--- src/rtl/clkgen_pkg.sv ---
// Shared definitions for the clock-domain controller: FSM encoding,
// parameter defaults and the saturating loss-counter helper.
package clkgen_pkg;

  localparam logic [1:0] ST_WAIT_LOCK = 2'd0;
  localparam logic [1:0] ST_STABLE    = 2'd1;
  localparam logic [1:0] ST_RUN       = 2'd2;
  localparam logic [1:0] ST_LOST      = 2'd3;

  typedef logic [1:0] state_t;

  localparam int LOCK_STABLE_DEF = 1024;
  localparam int DIV_RESET_DEF   = 0;
  localparam int LOSS_W          = 8;

  // Increment that sticks at all-ones instead of wrapping.
  function automatic logic [LOSS_W-1:0] sat_inc(input logic [LOSS_W-1:0] v);
    return (&v) ? v : v + 1'b1;
  endfunction

endpackage

--- src/rtl/ce_divider.sv ---
// One clock-enable channel: divider register, phase counter and the
// registered strobe. The counter runs only in RUN; en gates the strobe only,
// so masking a channel never disturbs its phase.
module ce_divider #(
  parameter int DIV_W     = 8,
  parameter int DIV_RESET = 0
) (
  input  logic             clock,
  input  logic             reset_n,
  input  logic             i_run,
  input  logic             i_ce_ok,
  input  logic             i_we,
  input  logic [DIV_W-1:0] i_val,
  input  logic             i_en,
  output logic             o_ce
);

  logic [DIV_W-1:0] r_div;
  logic [DIV_W-1:0] r_cnt;
  logic             r_ce;

  // Divider register, loadable in any controller state.
  always_ff @(posedge clock or negedge reset_n) begin
    if (!reset_n)  r_div <= DIV_W'(DIV_RESET);
    else if (i_we) r_div <= i_val;
  end

  // Phase counter 0..D; a write restarts it and takes precedence over the wrap.
  always_ff @(posedge clock or negedge reset_n) begin
    if (!reset_n)            r_cnt <= '0;
    else if (!i_run)         r_cnt <= '0;
    else if (i_we)           r_cnt <= '0;
    else if (r_cnt == r_div) r_cnt <= '0;
    else                     r_cnt <= r_cnt + 1'b1;
  end

  // Strobe on phase 0; i_ce_ok drops in the last RUN cycle so nothing leaks into LOST.
  always_ff @(posedge clock or negedge reset_n) begin
    if (!reset_n) r_ce <= 1'b0;
    else          r_ce <= i_ce_ok && i_en && (r_cnt == '0);
  end

  assign o_ce = r_ce;

endmodule

--- src/rtl/clk_domain_ctrl.sv ---
// PLL lock qualification and clock-enable generation.
//
// state      | meaning
// WAIT_LOCK  | waiting for synchronised lock; stability counter held at 0
// STABLE     | counting continuous lock cycles towards release
// RUN        | lock qualified: downstream reset released, strobes active
// LOST       | one cycle after lock dropped; bumps the loss counter
module clk_domain_ctrl
  import clkgen_pkg::*;
#(
  parameter  int NUM_CH      = 4,
  parameter  int DIV_W       = 8,
  parameter  int LOCK_STABLE = LOCK_STABLE_DEF,
  parameter  int DIV_RESET   = DIV_RESET_DEF,
  localparam int CH_W        = (NUM_CH > 1) ? $clog2(NUM_CH) : 1
) (
  input  logic              clock,
  input  logic              reset_n,
  input  logic              pll_lock,
  input  logic              div_we,
  input  logic [CH_W-1:0]   div_ch,
  input  logic [DIV_W-1:0]  div_val,
  input  logic [NUM_CH-1:0] en_mask,
  output logic [NUM_CH-1:0] ce_out,
  output logic              sys_reset_n,
  output logic              locked,
  output logic [LOSS_W-1:0] lock_loss_cnt
);

  localparam int STAB_W = (LOCK_STABLE > 1) ? $clog2(LOCK_STABLE) : 1;
  localparam logic [STAB_W-1:0] STAB_LAST = STAB_W'(LOCK_STABLE - 1);

  logic              r_lock_meta;
  logic              r_lock_s;
  state_t            r_state;
  state_t            w_state_nxt;
  logic [STAB_W-1:0] r_stab_cnt;
  logic              r_locked;
  logic [LOSS_W-1:0] r_loss_cnt;
  logic              w_run;
  logic              w_ce_ok;

  // Two-flop synchroniser for the asynchronous PLL lock.
  always_ff @(posedge clock or negedge reset_n) begin
    if (!reset_n) begin
      r_lock_meta <= 1'b0;
      r_lock_s    <= 1'b0;
    end else begin
      r_lock_meta <= pll_lock;
      r_lock_s    <= r_lock_meta;
    end
  end

  // Next-state decode for lock qualification.
  always_comb begin
    w_state_nxt = r_state;
    case (r_state)
      ST_WAIT_LOCK: if (r_lock_s) w_state_nxt = ST_STABLE;
      ST_STABLE: begin
        if (!r_lock_s)                     w_state_nxt = ST_WAIT_LOCK;
        else if (r_stab_cnt == STAB_LAST)  w_state_nxt = ST_RUN;
      end
      ST_RUN:       if (!r_lock_s) w_state_nxt = ST_LOST;
      default:      w_state_nxt = ST_WAIT_LOCK;
    endcase
  end

  // State register.
  always_ff @(posedge clock or negedge reset_n) begin
    if (!reset_n) r_state <= ST_WAIT_LOCK;
    else          r_state <= w_state_nxt;
  end

  // Stability counter: counts only while in STABLE, so every entry starts from 0.
  always_ff @(posedge clock or negedge reset_n) begin
    if (!reset_n)                 r_stab_cnt <= '0;
    else if (r_state == ST_STABLE) r_stab_cnt <= r_stab_cnt + 1'b1;
    else                          r_stab_cnt <= '0;
  end

  // Lock indication registered from next state so it is high exactly in RUN cycles.
  always_ff @(posedge clock or negedge reset_n) begin
    if (!reset_n) r_locked <= 1'b0;
    else          r_locked <= (w_state_nxt == ST_RUN);
  end

  // Lock-loss counter; reset is not a loss because only LOST increments it.
  always_ff @(posedge clock or negedge reset_n) begin
    if (!reset_n)               r_loss_cnt <= '0;
    else if (r_state == ST_LOST) r_loss_cnt <= sat_inc(r_loss_cnt);
  end

  assign w_run   = (r_state == ST_RUN);
  assign w_ce_ok = w_run && (w_state_nxt == ST_RUN);

  for (genvar gi = 0; gi < NUM_CH; gi++) begin : g_ch
    logic w_we;
    assign w_we = div_we && (div_ch == CH_W'(gi));

    ce_divider #(
      .DIV_W     (DIV_W),
      .DIV_RESET (DIV_RESET)
    ) u_div (
      .clock   (clock),
      .reset_n (reset_n),
      .i_run   (w_run),
      .i_ce_ok (w_ce_ok),
      .i_we    (w_we),
      .i_val   (div_val),
      .i_en    (en_mask[gi]),
      .o_ce    (ce_out[gi])
    );
  end

  assign locked        = r_locked;
  assign sys_reset_n   = r_locked;
  assign lock_loss_cnt = r_loss_cnt;

endmodule

--- config.mk ---
export PLATFORM = sky130hd
export DESIGN_NAME = clk_domain_ctrl
export DESIGN_NICKNAME = d
export VERILOG_FILES = /design/src/rtl/clkgen_pkg.sv /design/src/rtl/ce_divider.sv /design/src/rtl/clk_domain_ctrl.sv
export SDC_FILE = /design/constraint.sdc
export NUM_CORES = 1
export LEC_CHECK = 0
export ABC_AREA = 1
export CORE_MARGIN = 4
export CORE_UTILIZATION = 30
export DETAILED_ROUTE_END_ITERATION = 16
export DONT_BUFFER_PORTS = 1
export PLACE_DENSITY = 0.52
export SYNTH_ARGS = -nofsm -noshare
export SYNTH_HDL_FRONTEND = slang
export SYNTH_HIERARCHICAL = 1
export SYNTH_SLANG_ARGS = --single-unit
--- constraint.sdc ---
create_clock -name clock -period 1.63 [get_ports clock]
set_input_delay 0.163 -clock clock [delete_from_list [all_inputs] [get_ports clock]]
set_output_delay 0.163 -clock clock [all_outputs]
set_load 0.01 [all_outputs]
Yosys cells after proc, flatten, opt, wreduce, memory -nomap -nowiden
Index checks and enable logic that the tools add are counted.
{"block": "totals", "inputBits": 18, "reg_bits": 91, "wordCells": 76, "output_inout_bits": 14}
{"block": "classes", "n_reduce_logical": 21, "bitwise_logic": 1, "muxes": 18, "eq_ne": 12, "addsub": 6}
{"cell": "8-bit two-way mux", "count": 12}
{"cell": "8-bit by 1-bit adder with 8-bit output (second input constant)", "count": 5}
{"cell": "8-bit == test", "count": 4}
{"cell": "8-bit logical NOT", "count": 4}
{"cell": "1-bit logical AND", "count": 13}
{"cell": "10-bit by 1-bit adder with 10-bit output (second input constant)", "count": 1}
{"cell": "10-bit == test (second input constant)", "count": 1}
{"cell": "2-bit == test (second input constant)", "count": 5}
{"cell": "10-bit two-way mux", "count": 1}
{"cell": "2-bit two-way mux", "count": 4}
{"cell": "8-bit AND reduction", "count": 1}
{"cell": "2-bit one-hot mux with 3 select lines", "count": 1}
{"cell": "2-bit by 1-bit == test with 1-bit output (second input constant)", "count": 2}
{"cell": "2-bit logical NOT", "count": 2}
{"cell": "2-bit AND reduction", "count": 1}
{"cell": "1-bit inverter", "count": 1}

Longest topological paths before layout
Gate-level depths: netlist (run 1).
{"block": "logic_depth", "ltp_word": 8, "mapped_depth": 9}

By module
The synthesis (run 1) kept the hierarchy.
{"mod": "ce_divider", "cells_each": 104, "n_inst": 4, "seq_area_each_um2": 425.4, "area_per_inst_um2": 868.3}
{"mod": "clk_domain_ctrl", "cells_each": 148, "n_inst": 1, "seq_area_each_um2": 575.6, "area_per_inst_um2": 1202.4}

Least setup slack after synthesis (run 1)
Ideal clock, no wire load.
{"block": "synth_timing", "kind": "reg2reg", "from": "register r_stab_cnt[0]", "to": "register g_ch[0].u_div.r_ce", "t_required_ns": 1.529, "path_stages_with_launch": 10, "period_less_slack_ns": 1.477, "path_slack_ns": 0.153, "arrival_ns": 1.376, "n_path_buf": 0, "setup_time_ns": 0.101, "path_cell_list": "dfrtp_1 ha_1 nand2_2 nor2_4 nand3_1 nand2_1 nand2_1 inv_1 nand3_1 nor4_1"}
{"block": "synth_between", "elab_chain_cells": 8}
{"item": "start, declared", "line_no": "clk_domain_ctrl.sv:37", "source": "logic [STAB_W-1:0] r_stab_cnt;"}
{"item": "start signal, assigned", "line_no": "clk_domain_ctrl.sv:77", "source": "else if (r_state == ST_STABLE) r_stab_cnt <= r_stab_cnt + 1'b1;"}
{"item": "10-bit == test", "line_no": "clk_domain_ctrl.sv:61", "source": "else if (r_stab_cnt == STAB_LAST) w_state_nxt = ST_RUN;"}
{"item": "2-bit two-way mux", "line_no": "clk_domain_ctrl.sv:61"}
{"item": "2-bit two-way mux", "line_no": "clk_domain_ctrl.sv:60", "source": "if (!r_lock_s) w_state_nxt = ST_WAIT_LOCK;"}
{"item": "2-bit one-hot mux with 3 select lines", "line_no": "clk_domain_ctrl.sv:57", "source": "case (r_state)"}
{"item": "2-bit == test", "line_no": "clk_domain_ctrl.sv:94", "source": "assign w_ce_ok = w_run && (w_state_nxt == ST_RUN);"}
{"item": "1-bit logical AND", "line_no": "clk_domain_ctrl.sv:94"}
{"item": "via w_ce_ok", "line_no": "clk_domain_ctrl.sv:41", "source": "logic w_ce_ok;"}
{"item": "1-bit logical AND (2 in series)", "line_no": "ce_divider.sv:40", "source": "else r_ce <= i_ce_ok && i_en && (r_cnt == '0);"}
{"item": "end signal, assigned", "line_no": "ce_divider.sv:40"}
{"item": "end, declared", "line_no": "ce_divider.sv:20", "source": "logic r_ce;"}
The timed path passes the listed nets, and every way through them passes these cells.
A chain may end at the register's enable or synchronous reset.

Worst setup path after layout (run 1)
{"block": "layout_timing", "from": "register r_stab_cnt[0]", "to": "register g_ch[3].u_div.r_ce"}
{"block": "layout_between", "elab_chain_cells": 8}
{"item": "10-bit == test", "line_no": "clk_domain_ctrl.sv:61"}
{"item": "2-bit two-way mux", "line_no": "clk_domain_ctrl.sv:61"}
{"item": "2-bit two-way mux", "line_no": "clk_domain_ctrl.sv:60"}
{"item": "2-bit one-hot mux with 3 select lines", "line_no": "clk_domain_ctrl.sv:57"}
{"item": "2-bit == test", "line_no": "clk_domain_ctrl.sv:94"}
{"item": "1-bit logical AND", "line_no": "clk_domain_ctrl.sv:94"}
{"item": "via w_ce_ok", "line_no": "clk_domain_ctrl.sv:41"}
{"item": "1-bit logical AND (2 in series)", "line_no": "ce_divider.sv:40"}
{"item": "end signal, assigned", "line_no": "ce_divider.sv:40"}
{"item": "end, declared", "line_no": "ce_divider.sv:20"}
The timed path passes the listed nets, and every way through them passes these cells.

==> results of run 1 <==
==> report_power, final <==
part / switching, mW / total [mW] / internal, mW / leakage (nW)
Clock: 0.868 / 2.42 / 1.55 / 0.170
Sequential: 0.0887 / 2.50 / 2.41 / 1.20
Combinational: 0.220 / 0.424 / 0.205 / 1.13
Total: 1.18 / 5.34 / 4.16 / 2.51
==> metrics by stage <==
| step | hold WS, ns | setup WS [ns] | TNS, ns | instances | util, % |
|---|---|---|---|---|---|
| after detailed placement | -0.1307 | -0.05569 | -0.07484 | 776 | 32.52 |
| after floorplan | -0.1326 | 0.1534 | 0 | 564 | - |
| after global routing | -0.5118 | 0.004577 | 0 | 806 | 35.86 |
| after CTS | -0.5015 | 0.05403 | 0 | 805 | 35.67 |
| after global placement | -0.1305 | 0.06926 | 0 | 776 | 32.52 |
| final | -0.4850 | 0.1163 | 0 | 806 | 35.86 |
==> cells in the mapped netlist, drive strengths merged <==
cell	n	area, um^2
o21ai	44	220.2
nand3	19	135.1
a21oi	7	42.54
dfrtp	91	2277
clkbuf	4	15.01
xor2	11	103.9
nor2	67	291.5
o21a	1	7.510
ha	10	125.1
nand2	176	720.7
nand4	7	43.79
nor3	5	25.02
mux2	12	135.1
nand3b	1	7.510
buf	5	37.54
nor4	4	25.02
inv	82	307.8
a31oi	1	6.260
xnor2	17	148.9
==> kinds of logic (layout without fill, tap and decap cells) <==
logic type | count (synthesis) | after routing
buffers and inverters | 91 | 121
xor gates and xnor gates | 28 | 28
muxes | 12 | 12
and+or+nand+nor | 279 | 279
other | 0 | 1
DFF | 91 | 91
AOI/OAI and AO/OA | 53 | 53
adders and majority gates | 10 | 10
==> flip-flops by register name, indices dropped and copies added (netlist names) <==
signal            cells
g_ch.u_div/r_div     32
g_ch.u_div/r_cnt     32
r_lock_s              1
r_state               2
locked                1
r_stab_cnt           10
r_lock_meta           1
lock_loss_cnt         8
g_ch.u_div/o_ce       4
==> timing repair <==
action | 4_1_cts | 5_1_grt
setup endpoints to repair | 3 | 3
gates resized for setup | 1 | 5
endpoints found under the hold margin | 128 | 91
pin swaps | 0 | 2
==> path summary, 6_finish.rpt <==
path                               start                     end  slack [ns]  depth (start not counted)
max                        r_stab_cnt[0]      g_ch[3].u_div/o_ce        0.12                          9
min                              reset_n  g_ch[1].u_div/r_cnt[7]       -0.48                          0
max reg2reg                r_stab_cnt[0]      g_ch[3].u_div/o_ce        0.12                          9
min reg2reg                  r_lock_meta                r_lock_s        0.35                          0
max in group asynchronous        reset_n        lock_loss_cnt[6]        1.95                          0
min in group clock             div_ch[1]  g_ch[1].u_div/r_div[5]        0.19                          4
==> worst max-delay path: stages (launching register included) <==
cell	delay [ns]
dfrtp_1	0.36
ha_2	0.20
nand2_2	0.07
nor2_4	0.08
nand3_1	0.07
nand2_1	0.10
nand2_1	0.07
inv_2	0.15
nand3_1	0.10
nor4_1	0.21
==> routing by layer <==
layer,GRT usage (%),vias up
li1,-,1795
met1,14.57,1665
met2,19.10,40
met3,2.624,10
met4,3.349,0
met5,0,-
==> cell type report <==
cell class                      count  area, um^2
Clock inverter                      5       107.6
Sequential cell                    91        2277
Fill cell                        1513        9787
Clock buffer                       11       242.7
Timing Repair Buffer               23       205.2
Multi-Input combinational cell    382        2064
Tap cell                          211       264.0
Antenna cell                        1       2.502
Inverter                           82       307.8
==> results_dict.tcl, run 1 <==
set metrics [dict create \
    clock_skew_ns 0.006429 \
    timing.hold.ws_ns -0.4850 \
    cts.sinks 91 \
    drive_gt1_share_pct 13.30 \
    netlist_area_um2 4676 \
    routed-wl-met2_um 4444 \
    rsz0062_at_grt "no" \
    syn_nets 592 \
    dr_wl_met3_um 258 \
    end_kind "register" \
    drtAntennaViolNets 0 \
    max_slew_margin_pct 79.93 \
    die_w_um 132.8 \
    crit_arrival_ns 1.75 \
    track_usage_pct 11.35 \
    dieHeight_um 132.8 \
    ys_ff_latch 91 \
    synth-simple-area-share_pct 26.71 \
    via_count 3510 \
    synthAdderAreaFrac_pct 2.676 \
    tightest_slew_ns 0.3011 \
    fin_area_um2 5472 \
    wire_per_inst_um 11.79 \
    wl_um 9500 \
    dpl.hpwl_um 6819 \
    post_dp_cell_area_um2 4962 \
    cts_made_buffers 9 \
    io_buffers 0 \
    period_needed_ns 1.514 \
    ctsHoldBuffers 13 \
    hold_path.class "in2async" \
    dr.pass1.iters 4 \
    max_cap_viol_count 0 \
    irDropWorstVdd_mv 0.5277 \
    hold_viol 91 \
    place_congestion 0.8180 \
    synth_area_per_cell_um2 8.290 \
    clock_path_buffers 2 \
    cts_setup_buffers 0 \
    setup_viol 0 \
    maxSlewViolCount 0 \
    die_area_um2 17650 \
    timing.final.crit_share_pct 92.87 \
    status "complete, but fails checks" \
    yosys_warnings 6 \
    leakage_nw 2.505 \
    ios 32 \
    drt_iter0_drc 167 \
    syn_to_final_growth_pct 17.02 \
    p_per_area_nw_per_um2 975.7 \
    cts_tree "done" \
    clock_latency_ns 0.34 \
    placementRows 45 \
    grt_pass1_vias 3498 \
    dr.max_layer_used "met4" \
    violations "negative hold slack" \
    most-common-layout-cells "nand2_1, dfrtp_1, inv_1, nor2_1, o21ai_0" \
    synthXorXnorAreaFrac_pct 5.405 \
    grt_max_degree 92 \
    wl_met1_um 4642 \
    drc 0 \
    critical_path_class "reg2reg" \
    overflow 0 \
    viasPerCell 4.355 \
    grt_first_pass_wirelength_um 16500 \
    mostFrequentLayoutCell "nand2_1" \
    required_ns 1.87 \
    synthMuxAreaShare_pct 2.890 \
    start_util_pct 30.64 \
    synth_top_family_by_area "simple AND/OR/NAND/NOR gates" \
    ys_seq_area_share_pct 48.70 \
    coreArea_um2 15260 \
    total_power_mw 5.339 \
    fin_nets 617 \
    cts_max_level 3 \
    yosysUniqueCellTypes 28 \
    clk_pin_slew_ns 0.07 \
    synth_cells 564 \
    antenna_found_initial 1 \
    critPathMaxFanout 4 \
    fmax_mhz 660.6 \
    synth_compound_area_share_pct 5.914 \
    worst_setup_path_start_kind "register" \
    cts-root-buf "clkbuf_16" \
]
No activity file was read; power rests on OpenSTA's default activity.
==> run 2: changes to the inputs <==
Settings changed: CORE_MARGIN 4 to not set, SKIP_LAST_GASP set to 1.
==> run 2 against run 1 <==
Compared with the run above:
- the run still ends with negative hold slack left
- total power decreased by 5.0%
- clock skew increased by 0.0046 ns
- critical path type unchanged
- worst setup slack improved by 0.017 ns
- die area decreased by 8.8%
- clock power decreased by 11%
- via count decreased by 2.5%
- sequential share of layout area increased by 0.86 points
- sequential power about the same
- routed wire length decreased by 1.5%
- utilization decreased by 0.60 points
==> results_dict.tcl, run 2 (synthesis gave the netlist of run 1 again) <==
set metrics [dict create \
    overflow 0 \
    track_usage_pct 12.48 \
    most-common-layout-cells "nand2_1, dfrtp_1, inv_1, nor2_1, o21ai_0" \
    required_ns 1.87 \
    cts_max_level 3 \
    irDropWorstVdd_mv 0.4652 \
    via_count 3424 \
    violations "negative hold slack" \
    cp_slowest_cell "dfrtp_1" \
    ios 32 \
    cts_tree "done" \
    period_needed_ns 1.497 \
    fin_nets 614 \
    intPower_mw 3.853 \
    maxSlewViolCount 0 \
    fin_area_um2 5360 \
    coreArea_um2 15200 \
    setup_slack_ns 0.1335 \
    drive_gt1_share_pct 12.52 \
    mostFrequentLayoutCell "nand2_1" \
    rsz0062_at_grt "no" \
    nFillCells 1558 \
    pwr-share-comb_pct 8.3 \
    setup_tns_ns 0 \
    drt_iter0_drc 242 \
    dr.pass1.iters 4 \
    p_per_area_nw_per_um2 946.5 \
    regToRegStartpoint "r_stab_cnt[1]" \
    syn_to_final_growth_pct 14.64 \
    pre_cts_slack_ns 0.002461 \
    pwr-share-seq_pct 49.2 \
    grt_max_degree 92 \
    antenna_found_initial 0 \
    viasPerCell 4.395 \
    leakage_nw 2.464 \
    clock_skew_ns 0.01104 \
    wire_per_inst_um 12.01 \
    max_slew_margin_pct 76.65 \
    crit_arrival_ns 1.73 \
    post_dp_cell_area_um2 4911 \
    top_regs "g_ch.u_div/r_cnt: 32 flops, g_ch.u_div/r_div: 32 flops, r_stab_cnt: 10 flops" \
    hold_viol 91 \
    fmax_mhz 668.2 \
    timing.final.crit_share_pct 91.81 \
    start_util_pct 30.76 \
    cts-root-buf "clkbuf_16" \
    cp-startpoint "r_stab_cnt[1]" \
    crit_path_cell_trace "ha_2 -> nand2_2 -> nor2_4 -> nand3_1 -> nand2_1 -> nand2_1 -> inv_2 -> nand3_1 -> nor4_1" \
    timing.hold.ws_ns -0.4936 \
    grt_use_met2_pct 20.39 \
    setup_viol 0 \
    gr-usage-met1_pct 16.38 \
    drc 0 \
    switchingPower_mw 1.220 \
    clk_pin_slew_ns 0.07 \
    max_stage_delay_ns 0.37 \
    p_clk_share_pct 42.4 \
    critPathMaxFanout 4 \
    dpl.hpwl_um 6748 \
    clock_path_buffers 2 \
    diodes 0 \
    grt_use_met3_pct 2.446 \
    critical_path_class "reg2reg" \
    placementRows 45 \
    status "complete, but fails checks" \
    cts_setup_buffers 0 \
    cts_made_buffers 9 \
    worst_setup_path_start_kind "register" \
    dieHeight_um 126.8 \
    busiest_layer "met2" \
    drtAntennaViolNets 0 \
    tightest_slew_ns 0.3491 \
    cts.sinks 91 \
    wl_um 9353 \
    grt_pass1_vias 3316 \
    die_w_um 126.8 \
    io_buffers 0 \
    p_sw_share_pct 24.05 \
    end_kind "register" \
    place_congestion 0.7962 \
    die_area_um2 16090 \
    max_cap_viol_count 0 \
    grt_first_pass_wirelength_um 15860 \
    ctsHoldBuffers 13 \
    clock_latency_ns 0.34 \
    hold_path.class "in2async" \
]
## run 2: cell types whose count changed in the layout (fill, tap and decap cells not counted)
| cell | before | now |
|---|---|---|
| diode_2 | 1 | 0 |
| clkinvlp_4 | 0 | 2 |
| nand3_2 | 9 | 8 |
| nand3_1 | 10 | 11 |
| nor4_2 | 3 | 1 |
| nor4_1 | 1 | 3 |
| buf_4 | 10 | 7 |
| inv_6 | 1 | 2 |
| bufinv_16 | 3 | 1 |
| clkbuf_1 | 1 | 0 |
## run 2: repair_timing
action                                  in CTS  in global routing
endpoints found under the setup margin       0                  4
gates resized for setup                      0                  3
endpoints found under the hold margin      128                 91
## run 2: per-stage QoR
step / utilization (%) / hold WS, ns / cells / power (mW)
final: 35.26 / -0.4936 / 779 / 5.073
after global routing: 35.26 / -0.5100 / 779 / 5.328
after CTS: 35.20 / -0.5054 / 779 / 5.143
after detailed placement: 32.30 / -0.1311 / 750 / 2.924
after global placement: 32.30 / -0.1307 / 750 / 2.907
after floorplan: - / -0.1326 / 564 / 2.839
## run 2: final timing paths
check                      cells past startpoint  slack (ns)                      to
max                                            9        0.13      g_ch[3].u_div/o_ce
min                                            0       -0.49  g_ch[2].u_div/r_cnt[2]
max reg2reg                                    9        0.13      g_ch[3].u_div/o_ce
min reg2reg                                    0        0.35                r_lock_s
max in group asynchronous                      0        1.97  g_ch[3].u_div/r_cnt[2]
min in group clock                             4        0.19  g_ch[2].u_div/r_div[1]
## run 2: cell type report
type	count	area [um^2]	share of cell area (%)
well taps	188	235.2	4.388
repair buffers	20	182.7	3.408
flip-flops and latches	91	2277	42.48
multi-input cells	382	2047	38.19
clock buffers	10	239.0	4.458
clock inverters	6	71.32	1.331
inverters	82	307.8	5.742
## run 2: per-layer routing
metal / share of wire (%) / vias to the layer above
li1: - / 1788
met1: 49 / 1597
met2: 47 / 31
met3: 3.0 / 8
met4: 1.4 / 0
met5: 0 / -
## run 2: critical path: cells and delay by family (launching register included)
family	cells	cell delay [ns]
fa+ha+maj	1	0.21
buf+inv	1	0.13
flops	1	0.37
simple gates	7	0.69
## run 2: power groups by stage
stage / combinational [mW] / clock, mW / sequential [mW]
6_report: 0.422 / 2.15 / 2.50
5_1_grt: 0.487 / 2.32 / 2.52
4_1_cts: 0.428 / 2.22 / 2.50
3_5_place_dp: 0.383 / 0 / 2.54
3_3_place_gp: 0.369 / 0 / 2.54
2_1_floorplan: 0.320 / 0 / 2.52
==> run 3: changes to the inputs <==
Settings changed: ABC_AREA 1 to not set, CORE_MARGIN set to 8, HOLD_SLACK_MARGIN set to 0.15.
==> run 3 against run 2 <==
Compared with the run above:
- the run still ends with negative hold slack left
- final area is 1.3% lower
- worst hold slack improved by 0.013 ns
- total power down 3.3%
- worst setup slack got worse by 0.017 ns
- global-route usage fell by 2.3 points
- synthesized cell count down 32%
- cell count fell by 22%
- sequential power grew 2%
- register-to-register slack lost 0.02 ns
- critical endpoint is now g_ch[0].u_div/r_cnt[6]
==> results_dict.tcl, run 3 <==
set metrics [dict create \
    p_sw_share_pct 24.35 \
    timing.hold.ws_ns -0.4803 \
    grt_first_pass_wirelength_um 16010 \
    irDropWorstVdd_mv 0.5219 \
    crit_arrival_ns 1.69 \
    end_kind "register" \
    wire_per_inst_um 15.89 \
    timing.final.crit_share_pct 92.84 \
    most-common-layout-cells "dfrtp_1, xor2_1, mux2_2, a211oi_1, buf_4" \
    cts-root-buf "clkbuf_16" \
    reg2reg_depth 3 \
    ios 32 \
    p_per_area_nw_per_um2 926.8 \
    dpl.hpwl_um 6562 \
    ctsHoldBuffers 13 \
    viasPerCell 5.061 \
    synth_area_per_cell_um2 11.97 \
    syn_to_final_growth_pct 14.54 \
    synth_cells 386 \
    hold_viol 91 \
    synthTopCellsByCount "dfrtp_1, xor2_1, mux2_2" \
    r2r-end "g_ch[0].u_div/r_cnt[6]" \
    io_buffers 0 \
    hold_path.class "in2async" \
    clock_latency_ns 0.33 \
    clock_path_buffers 2 \
    start_util_pct 30.50 \
    cts_made_buffers 9 \
    netlist_area_um2 4619 \
    place_congestion 0.7705 \
    overflow 0 \
    cts_max_level 3 \
    switchingPower_mw 1.194 \
    clk_pin_slew_ns 0.06 \
    critPathMaxFanout 8 \
    die_w_um 140.1 \
    top_regs "g_ch.u_div/r_cnt: 32 flops, g_ch.u_div/r_div: 32 flops, r_stab_cnt: 10 flops" \
    dr.pass1.iters 4 \
    pwr-share-comb_pct 11.1 \
    coreArea_um2 15150 \
    antenna_found_initial 2 \
    intPower_mw 3.710 \
    clock_skew_ns 0.007238 \
    dp_cells 574 \
    worst_setup_path_start_kind "register" \
    placementRows 45 \
    drtAntennaViolNets 0 \
    yosys_warnings 6 \
    drc 0 \
    required_ns 1.81 \
    mostFrequentLayoutCell "dfrtp_1" \
    yosysUniqueCellTypes 44 \
    utilization_pct 34.94 \
    cts_tree "done" \
    violations "negative hold slack" \
    maxSlewViolCount 0 \
    ys_ff_latch 91 \
    drt_iter0_drc 140 \
    routed-wl-met2_um 4460 \
    syn_nets 414 \
    grt_pass1_vias 3176 \
    rsz0062_at_grt "yes" \
    wl_um 9600 \
    dr.max_layer_used "met5" \
    status "complete, but fails checks" \
    p_clk_share_pct 37.2 \
    dieHeight_um 140.1 \
    yosysTopAreaCellShare_pct 49.30 \
    reg2reg_slack_ns 0.12 \
    grt_max_degree 92 \
    fmax_mhz 660.8 \
    synth_most_common_cell "dfrtp_1" \
    via_count 3057 \
    dr_wl_met3_um 547 \
    track_usage_pct 10.17 \
    fin_nets 440 \
    synth-main-ff-cell "dfrtp_1" \
    leakage_nw 2.145 \
    max_slew_margin_pct 64.42 \
    cts.sinks 91 \
    synth_edf_count 0 \
    async_flop_share_pct 100.0 \
    synthTopCellsByArea "dfrtp_1, mux2_2, xor2_1" \
    max_cap_viol_count 0 \
    fin_cells 604 \
    ys_seq_area_share_pct 49.30 \
    die_area_um2 19630 \
    tightest_slew_ns 0.5298 \
    wl_met1_um 4483 \
    synth_area_leader_cell "dfrtp_1" \
    regToRegStartpoint "g_ch[0].u_div/r_cnt[4]" \
    setup_viol 0 \
    critical_path_class "reg2reg" \
    drive_gt1_share_pct 21.45 \
    period_needed_ns 1.513 \
    pwr-share-seq_pct 51.7 \
]
## run 3: cell types whose count changed after synthesis, sizes merged, moves of 7 or more
cell	before	now
nor4	4	14
a211oi	0	20
nand2	176	14
nor2	67	6
or3	0	17
nand2b	0	7
inv	82	16
xnor2	17	10
xor2	11	41
buf	5	18
o21ai	44	16
a221oi	0	12
mux2	12	34
## run 3: cell type report
class	instances	area, um^2
Clock buffer	11	232.7
Inverter	16	60.06
Sequential cell	91	2277
Timing Repair Buffer	33	280.3
Antenna cell	1	2.502
Multi-Input combinational cell	261	2186
Clock inverter	3	17.52
Fill cell	1492	9854
Tap cell	188	235.2
## run 3: worst max-delay path by stage
stage,end,slack [ns],depth (start not counted),start
2_1_floorplan,lock_loss_cnt[1],0.14,4,lock_loss_cnt[0]
3_3_place_gp,g_ch[1].u_div/r_cnt[6],0.13,3,g_ch[1].u_div/r_cnt[4]
3_5_place_dp,g_ch[0].u_div/r_cnt[6],0.11,3,g_ch[0].u_div/r_cnt[4]
4_1_cts,g_ch[1].u_div/r_cnt[6],0.09,3,g_ch[1].u_div/r_cnt[4]
5_1_grt,g_ch[0].u_div/r_cnt[6],-0.0001,3,g_ch[0].u_div/r_cnt[4]
6_report,g_ch[0].u_div/r_cnt[6],0.12,3,g_ch[0].u_div/r_cnt[4]
## run 3: per-stage QoR
stage	setup WS (ns)	setup TNS, ns	hold slack, ns	power [mW]	area [um^2]
after floorplan	0.1421	0	-0.1326	2.969	4619
after global placement	0.1326	0	-0.1291	3.062	4892
after detailed placement	0.1134	0	-0.1288	3.079	4892
after CTS	0.08768	0	-0.4946	4.982	5273
after global routing	-0.0001057	-0.0001057	-0.5062	5.146	5291
final	0.1167	0	-0.4803	4.904	5291
## run 3: power groups by stage
| stage | registers, mW | clock network [mW] | logic, mW |
|---|---|---|---|
| 4_1_cts | 2.54 | 1.90 | 0.541 |
| 2_1_floorplan | 2.55 | 0 | 0.420 |
| 5_1_grt | 2.56 | 1.99 | 0.592 |
| 6_report | 2.54 | 1.82 | 0.545 |
| 3_3_place_gp | 2.58 | 0 | 0.484 |
| 3_5_place_dp | 2.58 | 0 | 0.497 |
## run 3: critical path: stages (launching register included)
cell and delay, ns:
dfrtp_1 0.44, xor2_1 0.21, nor4_4 0.53, a221oi_1 0.18
## run 3: per-layer routing
layer / GRT usage, % / up-vias
met5: 0 / -
li1: - / 1456
met4: 2.857 / 2
met3: 3.636 / 12
met2: 16.24 / 63
met1: 12.71 / 1524
## run 3: cell families after synthesis
family	synth area share, %
multiplexers	8.586
buffers and inverters	3.413
adder cells (fa/ha/maj)	2.709
flip-flops	49.30
AO/OA/AOI/OAI	10.05
AND/OR/NAND/NOR	16.28
XOR/XNOR	9.669
## run 3: what timing repair did
action	in CTS	in global routing
hold endpoints to repair	128	91
resized for setup	0	1
setup endpoints to repair	0	3
setup buffers	0	2
